==> src/rtl/load_store_sequencer.sv <==
// Load/store sequencer between the pipeline MEM stage and a handshaked data memory.
// Issues one access at a time, aligns stores, extends loads and aborts on memory timeout.
module load_store_sequencer #(
  parameter int TIMEOUT_CYCLES = 16,
  parameter int CNT_W          = 5
) (
  input  logic        clk,
  input  logic        reset,
  input  logic        ReqValid,
  output logic        ReqReady,
  input  logic        ReqWrite,
  input  logic        ReqByte,
  input  logic        ReqUnsigned,
  input  logic [31:0] Addr,
  input  logic [31:0] WData,
  output logic        Stall,
  output logic        MemReq,
  output logic        MemWrite,
  output logic [31:0] MemAddr,
  output logic [3:0]  MemBE,
  output logic [31:0] MemWData,
  input  logic        MemAck,
  input  logic [31:0] MemRData,
  output logic        RespValid,
  output logic [31:0] RespData,
  output logic        RespError
);

  typedef enum logic [1:0] {IDLE, ACCESS, RESP} state_t;

  localparam logic [CNT_W-1:0] CNT_LAST = CNT_W'(TIMEOUT_CYCLES - 1);

  state_t           state, state_nx;
  logic [CNT_W-1:0] cnt, cnt_nx;
  logic             is_write, is_write_nx;
  logic             is_byte, is_byte_nx;
  logic             is_unsigned, is_unsigned_nx;
  logic [1:0]       lane, lane_nx;
  logic             ready_nx, stall_nx;
  logic             mem_req_nx, mem_write_nx;
  logic [31:0]      mem_addr_nx, mem_wdata_nx;
  logic [3:0]       mem_be_nx;
  logic             resp_valid_nx, resp_error_nx;
  logic [31:0]      resp_data_nx;

  // Picks the addressed byte lane (little-endian) and extends it, or passes a word through.
  function automatic logic [31:0] load_extend(input logic [31:0] rdata, input logic [1:0] sel,
                                              input logic by, input logic un);
    logic [7:0] b;
    b = rdata[{sel, 3'b000} +: 8];
    if (!by)
      return rdata;
    else if (un)
      return {24'b0, b};
    else
      return {{24{b[7]}}, b};
  endfunction

  always_ff @(posedge clk or posedge reset) begin
    if (reset) begin
      state       <= IDLE;
      cnt         <= '0;
      is_write    <= 1'b0;
      is_byte     <= 1'b0;
      is_unsigned <= 1'b0;
      lane        <= 2'b00;
      ReqReady    <= 1'b1;
      Stall       <= 1'b0;
      MemReq      <= 1'b0;
      MemWrite    <= 1'b0;
      MemAddr     <= '0;
      MemBE       <= '0;
      MemWData    <= '0;
      RespValid   <= 1'b0;
      RespData    <= '0;
      RespError   <= 1'b0;
    end else begin
      state       <= state_nx;
      cnt         <= cnt_nx;
      is_write    <= is_write_nx;
      is_byte     <= is_byte_nx;
      is_unsigned <= is_unsigned_nx;
      lane        <= lane_nx;
      ReqReady    <= ready_nx;
      Stall       <= stall_nx;
      MemReq      <= mem_req_nx;
      MemWrite    <= mem_write_nx;
      MemAddr     <= mem_addr_nx;
      MemBE       <= mem_be_nx;
      MemWData    <= mem_wdata_nx;
      RespValid   <= resp_valid_nx;
      RespData    <= resp_data_nx;
      RespError   <= resp_error_nx;
    end
  end

  // Every output is computed one cycle ahead here so the ports come straight from flops.
  always_comb begin
    state_nx       = state;
    cnt_nx         = cnt;
    is_write_nx    = is_write;
    is_byte_nx     = is_byte;
    is_unsigned_nx = is_unsigned;
    lane_nx        = lane;
    ready_nx       = ReqReady;
    stall_nx       = Stall;
    mem_req_nx     = MemReq;
    mem_write_nx   = MemWrite;
    mem_addr_nx    = MemAddr;
    mem_be_nx      = MemBE;
    mem_wdata_nx   = MemWData;
    resp_valid_nx  = 1'b0;
    resp_data_nx   = RespData;
    resp_error_nx  = RespError;

    case (state)
      IDLE: begin
        if (ReqValid) begin
          is_write_nx    = ReqWrite;
          is_byte_nx     = ReqByte;
          is_unsigned_nx = ReqUnsigned;
          lane_nx        = Addr[1:0];
          ready_nx       = 1'b0;
          stall_nx       = 1'b1;
          // A misaligned word never reaches memory; it is answered with an error directly.
          if (!ReqByte && (Addr[1:0] != 2'b00)) begin
            state_nx      = RESP;
            resp_valid_nx = 1'b1;
            resp_data_nx  = '0;
            resp_error_nx = 1'b1;
          end else begin
            state_nx     = ACCESS;
            cnt_nx       = '0;
            mem_req_nx   = 1'b1;
            mem_write_nx = ReqWrite;
            mem_addr_nx  = {Addr[31:2], 2'b00};
            if (ReqWrite && ReqByte) begin
              mem_be_nx    = 4'b0001 << Addr[1:0];
              mem_wdata_nx = {4{WData[7:0]}};
            end else if (ReqWrite) begin
              mem_be_nx    = 4'hF;
              mem_wdata_nx = WData;
            end else begin
              mem_be_nx    = 4'hF;
              mem_wdata_nx = '0;
            end
          end
        end
      end

      ACCESS: begin
        // An acknowledge in the final timeout cycle still counts as a normal completion.
        if (MemAck) begin
          state_nx      = RESP;
          mem_req_nx    = 1'b0;
          mem_write_nx  = 1'b0;
          resp_valid_nx = 1'b1;
          resp_data_nx  = is_write ? 32'h0 : load_extend(MemRData, lane, is_byte, is_unsigned);
          resp_error_nx = 1'b0;
        end else if (cnt == CNT_LAST) begin
          state_nx      = RESP;
          mem_req_nx    = 1'b0;
          mem_write_nx  = 1'b0;
          resp_valid_nx = 1'b1;
          resp_data_nx  = '0;
          resp_error_nx = 1'b1;
        end else begin
          cnt_nx = cnt + 1'b1;
        end
      end

      RESP: begin
        state_nx = IDLE;
        ready_nx = 1'b1;
        stall_nx = 1'b0;
      end

      default: begin
        state_nx = IDLE;
        ready_nx = 1'b1;
        stall_nx = 1'b0;
      end
    endcase
  end

endmodule

==> config.mk <==
export PLATFORM = sky130hd
export DESIGN_NAME = load_store_sequencer
export DESIGN_NICKNAME = d
export VERILOG_FILES = /design/src/rtl/load_store_sequencer.sv
export SDC_FILE = /design/constraint.sdc
export NUM_CORES = 1
export LEC_CHECK = 0
export ABC_AREA = 1
export BUFFER_PORTS_ARGS = -buffer_cell sky130_fd_sc_hd__buf_2
export CORE_ASPECT_RATIO = 2
export CORE_MARGIN = 5
export CORE_UTILIZATION = 50
export DETAILED_ROUTE_END_ITERATION = 8
export GPL_TIMING_DRIVEN = 0
export PLACE_DENSITY_LB_ADDON = 0.15
export RECOVER_POWER = 50
export SLEW_MARGIN = 20
export SYNTH_ARGS = -nofsm -noshare
export SYNTH_HDL_FRONTEND = slang
export SYNTH_SLANG_ARGS = --single-unit
export TNS_END_PERCENT = 1
==> constraint.sdc <==
create_clock -name clk -period 3.3 [get_ports clk]
set_input_delay 0 -clock clk [delete_from_list [all_inputs] [get_ports clk]]
set_output_delay 0 -clock clk [all_outputs]
set_load 0.02 [all_outputs]
-- Word-level counts from Yosys, hierarchy flattened
Index checks and enable logic that the tools add are counted.
- register bits after elaboration: 116
- bits of input ports: 103
- output and inout bits: 106
- word-level logic and storage cells: 85
- $add $sub $neg: 1
- equality and inequality tests: 8
- shift-type cells: 2
- mux-type cells: 43
- bitwise operators: 2
- reduce and logical (&&, ||, !) cells: 13
- operators by type and width (cell ; number):
    $mux 32 ; 9
    $pmux 32 s2 ; 1
    $shiftx 32x6->8 ; 1
    $mux 5 ; 4
    $mux 1 ; 16
    $pmux 1 s2 ; 6
    $ne 2x2->1 const B ; 5
    $pmux 5 s2 ; 1
    $mux 2 ; 4
    $reduce_and 4->1 ; 2
    $reduce_and 2->1 ; 3
    $add 5x1->5 const B ; 1
    $eq 5x4->1 const B ; 1
    $reduce_and 5->1 ; 1
    $mux 4 ; 1
    $pmux 2 s2 ; 1
    $reduce_bool 2->1 ; 2
    $shl 1x2->4 const A ; 1
    $ne 3x3->1 const B ; 1
    $reduce_and 3->1 ; 1
    $eq 2x1->1 const B ; 1
    $logic_and 1x1->1 ; 2
    $logic_not 2->1 ; 1
    $not 1->1 ; 2
    $logic_not 1->1 ; 1

-- Depth between registers and ports, before layout
Gate-level depths: netlist of the first run.
- word-level depth: 6
- mapped depth: 10
- mapped depth without buffers: 10

-- Least setup slack after synthesis of the first run
No wires, ideal clock.
- path kind: reg-to-reg
- start point: register cnt[0]
- end point: register MemWrite
- setup time: 0.123 ns
- data arrival time: 1.418 ns
- data required time: 3.177 ns
- setup slack: 1.759 ns
- cell stages (with the launch flop): 11
- buffers on the path: 0
- clock period less this slack: 1.541 ns
- path through: dfrtp_1 > ha_1 > nand2_1 > nor2_1 > ha_1 > nor2_1 > nand2_2 > nand2_1 > nor2_1 > nand2_1 > nand2_1
- cells in the longest elaborated chain, start to end: 3
- RTL lines (element ; line ; text):
    from (decl) ; 34 ; logic [CNT_W-1:0] cnt, cnt_nx;
    from (signal assigned) ; 79 ; cnt <= cnt_nx;
    $eq 5x4->1 ; 160 ; end else if (cnt == CNT_LAST) begin
    $ne 3x3->1 (no source line) ; - ;
    $reduce_and 4->1 (no source line) ; - ;
    to (signal assigned) ; 87 ; MemWrite <= mem_write_nx;
    to (decl) ; 18 ; output logic MemWrite,
Every way passes these cells.
A chain may end at the register's enable or synchronous reset.

==> out/metrics.yaml, run 1 <==
run_status: "finished with violations"
violations: "max-capacitance violations, max-slew violations"
detail_route.wirelength_um: 19300
worst-path-buf-inv: 3
final_net_count: 1150
comb_power_share_pct: 36.9
hp_start: "MemRData[26]"
gpl.final_weighted_congestion: 0.921
routed-via-count: 6114
maxSlewViolCount: 54
leakage_power_nw: 4.36
grt_max_degree: 64
tritoncts: "done"
sequentialPowerShare_pct: 34.4
finish.utilization_pct: 74.7
cts_resized: 0
worst-endpoint-required_ns: 3.38
internal_power_mw: 3.76
timing.max_slew.rel_slack_pct: -43.5
cts_root_buf: "clkbuf_16"
detail_route.drc_violations: 0
antenna_found_initial: 0
synthDominantAreaCellType: "dfrtp_1"
post_dp_cell_area_mm2: 0.00681
seq_total_area_yosys_pct: 52.1
clk_latency_ns: 0.41
final.setup.tns_ns: 0
synth.avg_cell_area_um2: 7.65
syn-instance-count: 729
core_mm2: 0.0109
drtAntennaViolNets: 0
post_cts.repair.setup_buffers: 0
worst_ep_arrival_time_ns: 2.20
synth-seq-cells: 116
layout-drive-gt1-share_pct: 17.1
min-delay-path-class: "in2reg"
clock_tree.htree_level_count: 4
finalWorstPathRequiredPeriod_ns: 2.12
cpPeakStageDelay_ns: 1.51
flow.area_growth_from_synthesis_pct: 46.5
die_height_um: 159
io_pins: 209
rr_startpoint: "cnt[0]"
synth_enable_flop_cells: 0
setup_viol_count_final: 0
port_buffers: 205
place.detailed.hpwl_um: 13300
synth_area_mm2: 0.00558
finalHoldViolCount: 0
total_power_mw: 6.40
die_area_mm2: 0.0135
top_cell_types_by_occurrence_after_synthesis: "nand2_1, dfrtp_1, nand3_1, nor2_1, nor3_1"
globalRouteTotalUtil_pct: 29.2
place_ws_ns: 1.56
clk_transition_reported_paths_ns: 0.06
grt_first_pass_wirelength_um: 31200
cts-buffers-inserted: 17
peakVddDrop_mv: 0.530
cpMaxStageDelayCell: "inv_1"
initial_standard_cell_utilization_of_the_core_pct: 50.9
timing.critical_path.from: "reset"
yosysWarnings: 0
timing.max_cap.violations: 1
most_frequently_used_cell_type_in_the_post_synthesis_netlist: "nand2_1"
yosysUniqueCellTypes: 25
critical_path.top_delay_family: "buffers and inverters"
clock-sinks: 116
dr.pass1.iters: 4
ctsHoldBuffers: 90
power.density_cell_area_mw_per_mm2: 784
setup.worst_path.class: "in2async"
routedWlPerCell_um: 16.1
hold_end: "RespData[26]"
die_width_um: 84.7
clock_skew_ns: 0.00844
r2r_setup_slack_ns: 1.54
rsz0062_at_grt: "no"
synth.top_cell.area_share_pct: 51.6
max_slew.worst_pin.slew_ns: 2.15
crit_chain: "dlygate4sd3_1 -> buf_2 -> inv_1"
f_max_mhz: 473
synth-async-reset-ratio_pct: 100
placement_rows: 54
timing.final.crit_share_pct: 64.1
critical_path.reg2reg.endpoint: "RespData[6]"
grt-ovfl-total: 0
timing.critical_path.to_type: "asynchronous set/reset pin"
reg2reg_depth: 10
netlist_top_cells_area: "dfrtp_1, nand2_1, nand3_1"
timing.final.ws_setup_ns: 1.18
clkPwrFrac_pct: 28.7
clock_tree.buffer_depth: 2
first_global_vias: 6511
worstPathMaxFanout: 54
hold_depth: 5
power.share.switching_pct: 41.3
initialDrtViolationCount: 261
route.detailed.vias_per_inst: 5.10
net_sw_power_mw: 2.64
dominantRegCellSynth: "dfrtp_1"
kind_of_launch_point_of_the_worst_setup_path: "input pin"
antenna_cells: 0
design_area_mm2: 0.00817
==> per-stage QoR <==
step           instances  hold slack [ns]
2_1_floorplan        730            0.110
3_3_place_gp        1075            0.193
3_5_place_dp        1076           0.0977
4_1_cts             1198          0.00263
5_1_grt             1198           0.0277
6_report            1198           0.0126
==> registers in the layout (all words and copies together), names as in the netlist <==
signal	cells
MemWData	32
RespData	32
MemAddr	30
cnt	5
MemBE	4
lane	2
state	2
MemReq	1
MemWrite	1
ReqReady	1
RespError	1
RespValid	1
Stall	1
is_byte	1
is_unsigned	1
is_write	1
==> placed cells by master (no fill, tap or decap), drive strengths merged <==
master	count
buf	131
o21ai	23
nand2	362
nand4	1
nand3	66
o211ai	5
dlygate4sd3	90
bufinv	2
inv	31
nor3	24
conb	2
dfrtp	115
clkinvlp	5
nor2	55
clkbuf	135
ha	2
nor3b	1
clkinv	3
a21oi	4
dfstp	1
==> layout make-up <==
cell class	instances	area [um^2]
plain buffers	42	287
repair buffers	296	1830
inverters	27	101
well taps	140	175
multi-input cells	545	2290
clock buffers	18	439
flip-flops and latches	116	2900
clock inverters	14	151
fillers	918	2770
==> cell families after synthesis <==
| family | after synthesis | synth area share (%) |
|---|---|---|
| buf+inv | 69 | 6.96 |
| compound gates | 32 | 3.30 |
| fa+ha+maj | 2 | 0.449 |
| flops | 116 | 52.1 |
| simple gates | 509 | 37.2 |
| other cells | 1 | 0.0672 |
==> worst max-delay path by stage <==
stage                   endpoint  depth (start not counted)  slack (ns)
floorplan            MemAddr[10]                          1        0.23
global placement    RespData[20]                          2       -1.19
detailed placement      MemWrite                         10        1.56
CTS                  RespData[6]                         10        1.53
global route        RespData[28]                          3        0.70
finish              RespData[28]                          3        1.18
==> layer usage <==
metal | vias to the layer above | global-route usage (%) | part of all wire [%]
met1 | 2789 | 27.9 | 33
met2 | 317 | 53.2 | 54
li1 | 2911 | - | -
met3 | 97 | 7.66 | 6.7
met5 | - | 0 | 0
met4 | 0 | 18.8 | 6.3
==> power groups by stage <==
stage	Combinational, mW	Clock, mW	Sequential (mW)
6_report	2.36	1.84	2.20
5_1_grt	2.59	1.93	2.25
4_1_cts	2.47	1.87	2.17
3_5_place_dp	2.39	0	2.18
3_3_place_gp	2.34	0	2.18
2_1_floorplan	0.947	0	2.74
==> worst register-to-register path, delay by kind of cell, from the launching register on <==
family	cells	cell delay (ns)
and+or+nand+nor	6	0.47
adders and majority gates	2	0.44
DFF	1	0.42
AOI/OAI and AO/OA	1	0.21
buffers and inverters	1	0.16
No activity file was read; power rests on OpenSTA's default activity.
==> run 2: changes to the inputs <==
clock period = 2.2 ns   (was 3.3 ns; I/O delays follow)
==> out/metrics.yaml, run 2 (synthesis results as in run 1) <==
antenna_found_initial: 0
drtAntennaViolNets: 0
globalRouteTotalUtil_pct: 29.8
finish.utilization_pct: 75.5
dr.pass1.iters: 5
hp_start: "MemRData[9]"
layout_top_registers: "MemWData x32, RespData x32, MemAddr x30"
final_net_count: 1154
run_status: "completed"
first_global_vias: 6624
post_cts.repair.setup_buffers: 0
timing.critical_path.from: "cnt[0]"
timing.critical_path.to_type: "flop"
timing.final.crit_share_pct: 87.6
clock-sinks: 116
clock_tree.htree_level_count: 4
leakage_power_nw: 4.47
setup_viol_count_final: 0
cts_resized: 0
clock_skew_ns: 0.0172
timing.max_cap.violations: 0
kind_of_launch_point_of_the_worst_setup_path: "flop"
routedWlPerCell_um: 16.3
core_mm2: 0.0109
f_max_mhz: 519
finalHoldViolCount: 0
worst-endpoint-required_ns: 2.48
routed-via-count: 6050
grt_first_pass_wirelength_um: 31900
most_common_cell_after_layout_fill_and_taps_aside: "nand2_1"
commonest_cells_after_routing_fill_and_taps_aside: "nand2_1, buf_2, dfrtp_1, clkbuf_1, dlygate4sd3_1"
detail_route.drc_violations: 0
worstPathMaxFanout: 4
tritoncts: "done"
die_height_um: 159
cts_root_buf: "clkbuf_16"
min-delay-path-class: "in2reg"
route.detailed.vias_per_inst: 5.03
port_buffers: 205
maxSlewViolCount: 0
ctsHoldBuffers: 91
clk_transition_reported_paths_ns: 0.06
rsz0062_at_grt: "no"
setup.worst_path.class: "reg2reg"
initialDrtViolationCount: 237
timing.max_slew.rel_slack_pct: 21.3
finalWorstPathRequiredPeriod_ns: 1.93
flow.area_growth_from_synthesis_pct: 48.2
antenna_cells: 0
peakVddDrop_mv: 0.706
grt_max_degree: 34
place.detailed.hpwl_um: 13600
die_area_mm2: 0.0135
power.density_cell_area_mw_per_mm2: 1200
worst_ep_arrival_time_ns: 2.21
layout-drive-gt1-share_pct: 18.8
clk_latency_ns: 0.41
max_slew.worst_pin.slew_ns: 1.18
detail_route.wirelength_um: 19600
initial_standard_cell_utilization_of_the_core_pct: 50.9
placement_rows: 54
cts-buffers-inserted: 17
die_width_um: 84.7
grt-ovfl-total: 0
io_pins: 209
gpl.final_weighted_congestion: 0.917
rr_startpoint: "cnt[0]"
hold_slack_ns: 0.000548
clock_tree.buffer_depth: 2
total_power_mw: 9.90
## run 2: layout make-up
class	instances	area, um^2
Clock inverter	15	214
Timing Repair Buffer	300	1870
Clock buffer	17	425
Fill cell	888	2680
Inverter	27	103
Tap cell	140	175
Sequential cell	116	2900
Buffer	42	287
Multi-Input combinational cell	545	2290
## run 2: path summary, 6_finish.rpt
path / end / slack (ns) / depth (start not counted)
min reg2reg: MemAddr[11] / 0.48 / 2
max in group asynchronous: MemAddr[9] / 0.43 / 5
max reg2reg: state[1] / 0.27 / 7
min in group asynchronous: RespData[26] / 0.19 / 3
max: state[1] / 0.27 / 7
min: RespData[9] / 0.0005 / 5
## run 2: power by group
part | switching, mW | total (mW) | internal [mW]
combinational | 2.47 | 3.58 | 1.11
clock | 1.09 | 3.02 | 1.93
sequential | 0.436 | 3.30 | 2.87
## run 2: per-layer routing
| metal | track usage, % | wire [um] | part of all wire (%) | vias to the layer above |
|---|---|---|---|---|
| li1 | - | - | - | 2920 |
| met1 | 28.4 | 6450 | 33 | 2763 |
| met2 | 55.4 | 10900 | 55 | 289 |
| met3 | 7.41 | 1310 | 6.7 | 78 |
| met4 | 18.2 | 990 | 5.0 | 0 |
| met5 | 0 | 0 | 0 | - |
## run 2: stage by stage
step / instance area [um^2] / std cells / worst slack (ns) / TNS, ns
after floorplan: 5580 / 730 / 0.659 / 0
after global placement: 6790 / 1075 / -0.0448 / -3.40
after detailed placement: 6870 / 1079 / 0.503 / 0
after CTS: 8420 / 1202 / 0.264 / 0
after global routing: 8270 / 1202 / 0.0638 / 0
final: 8270 / 1202 / 0.273 / 0
## run 2: critical path, stage by stage, from the launching register on
cell and delay (ns):
dfrtp_1 0.41, ha_1 0.24, nand2_1 0.08, nor2_1 0.04, ha_1 0.19, o21ai_2 0.19
o21ai_0 0.09, dlygate4sd3_1 0.55
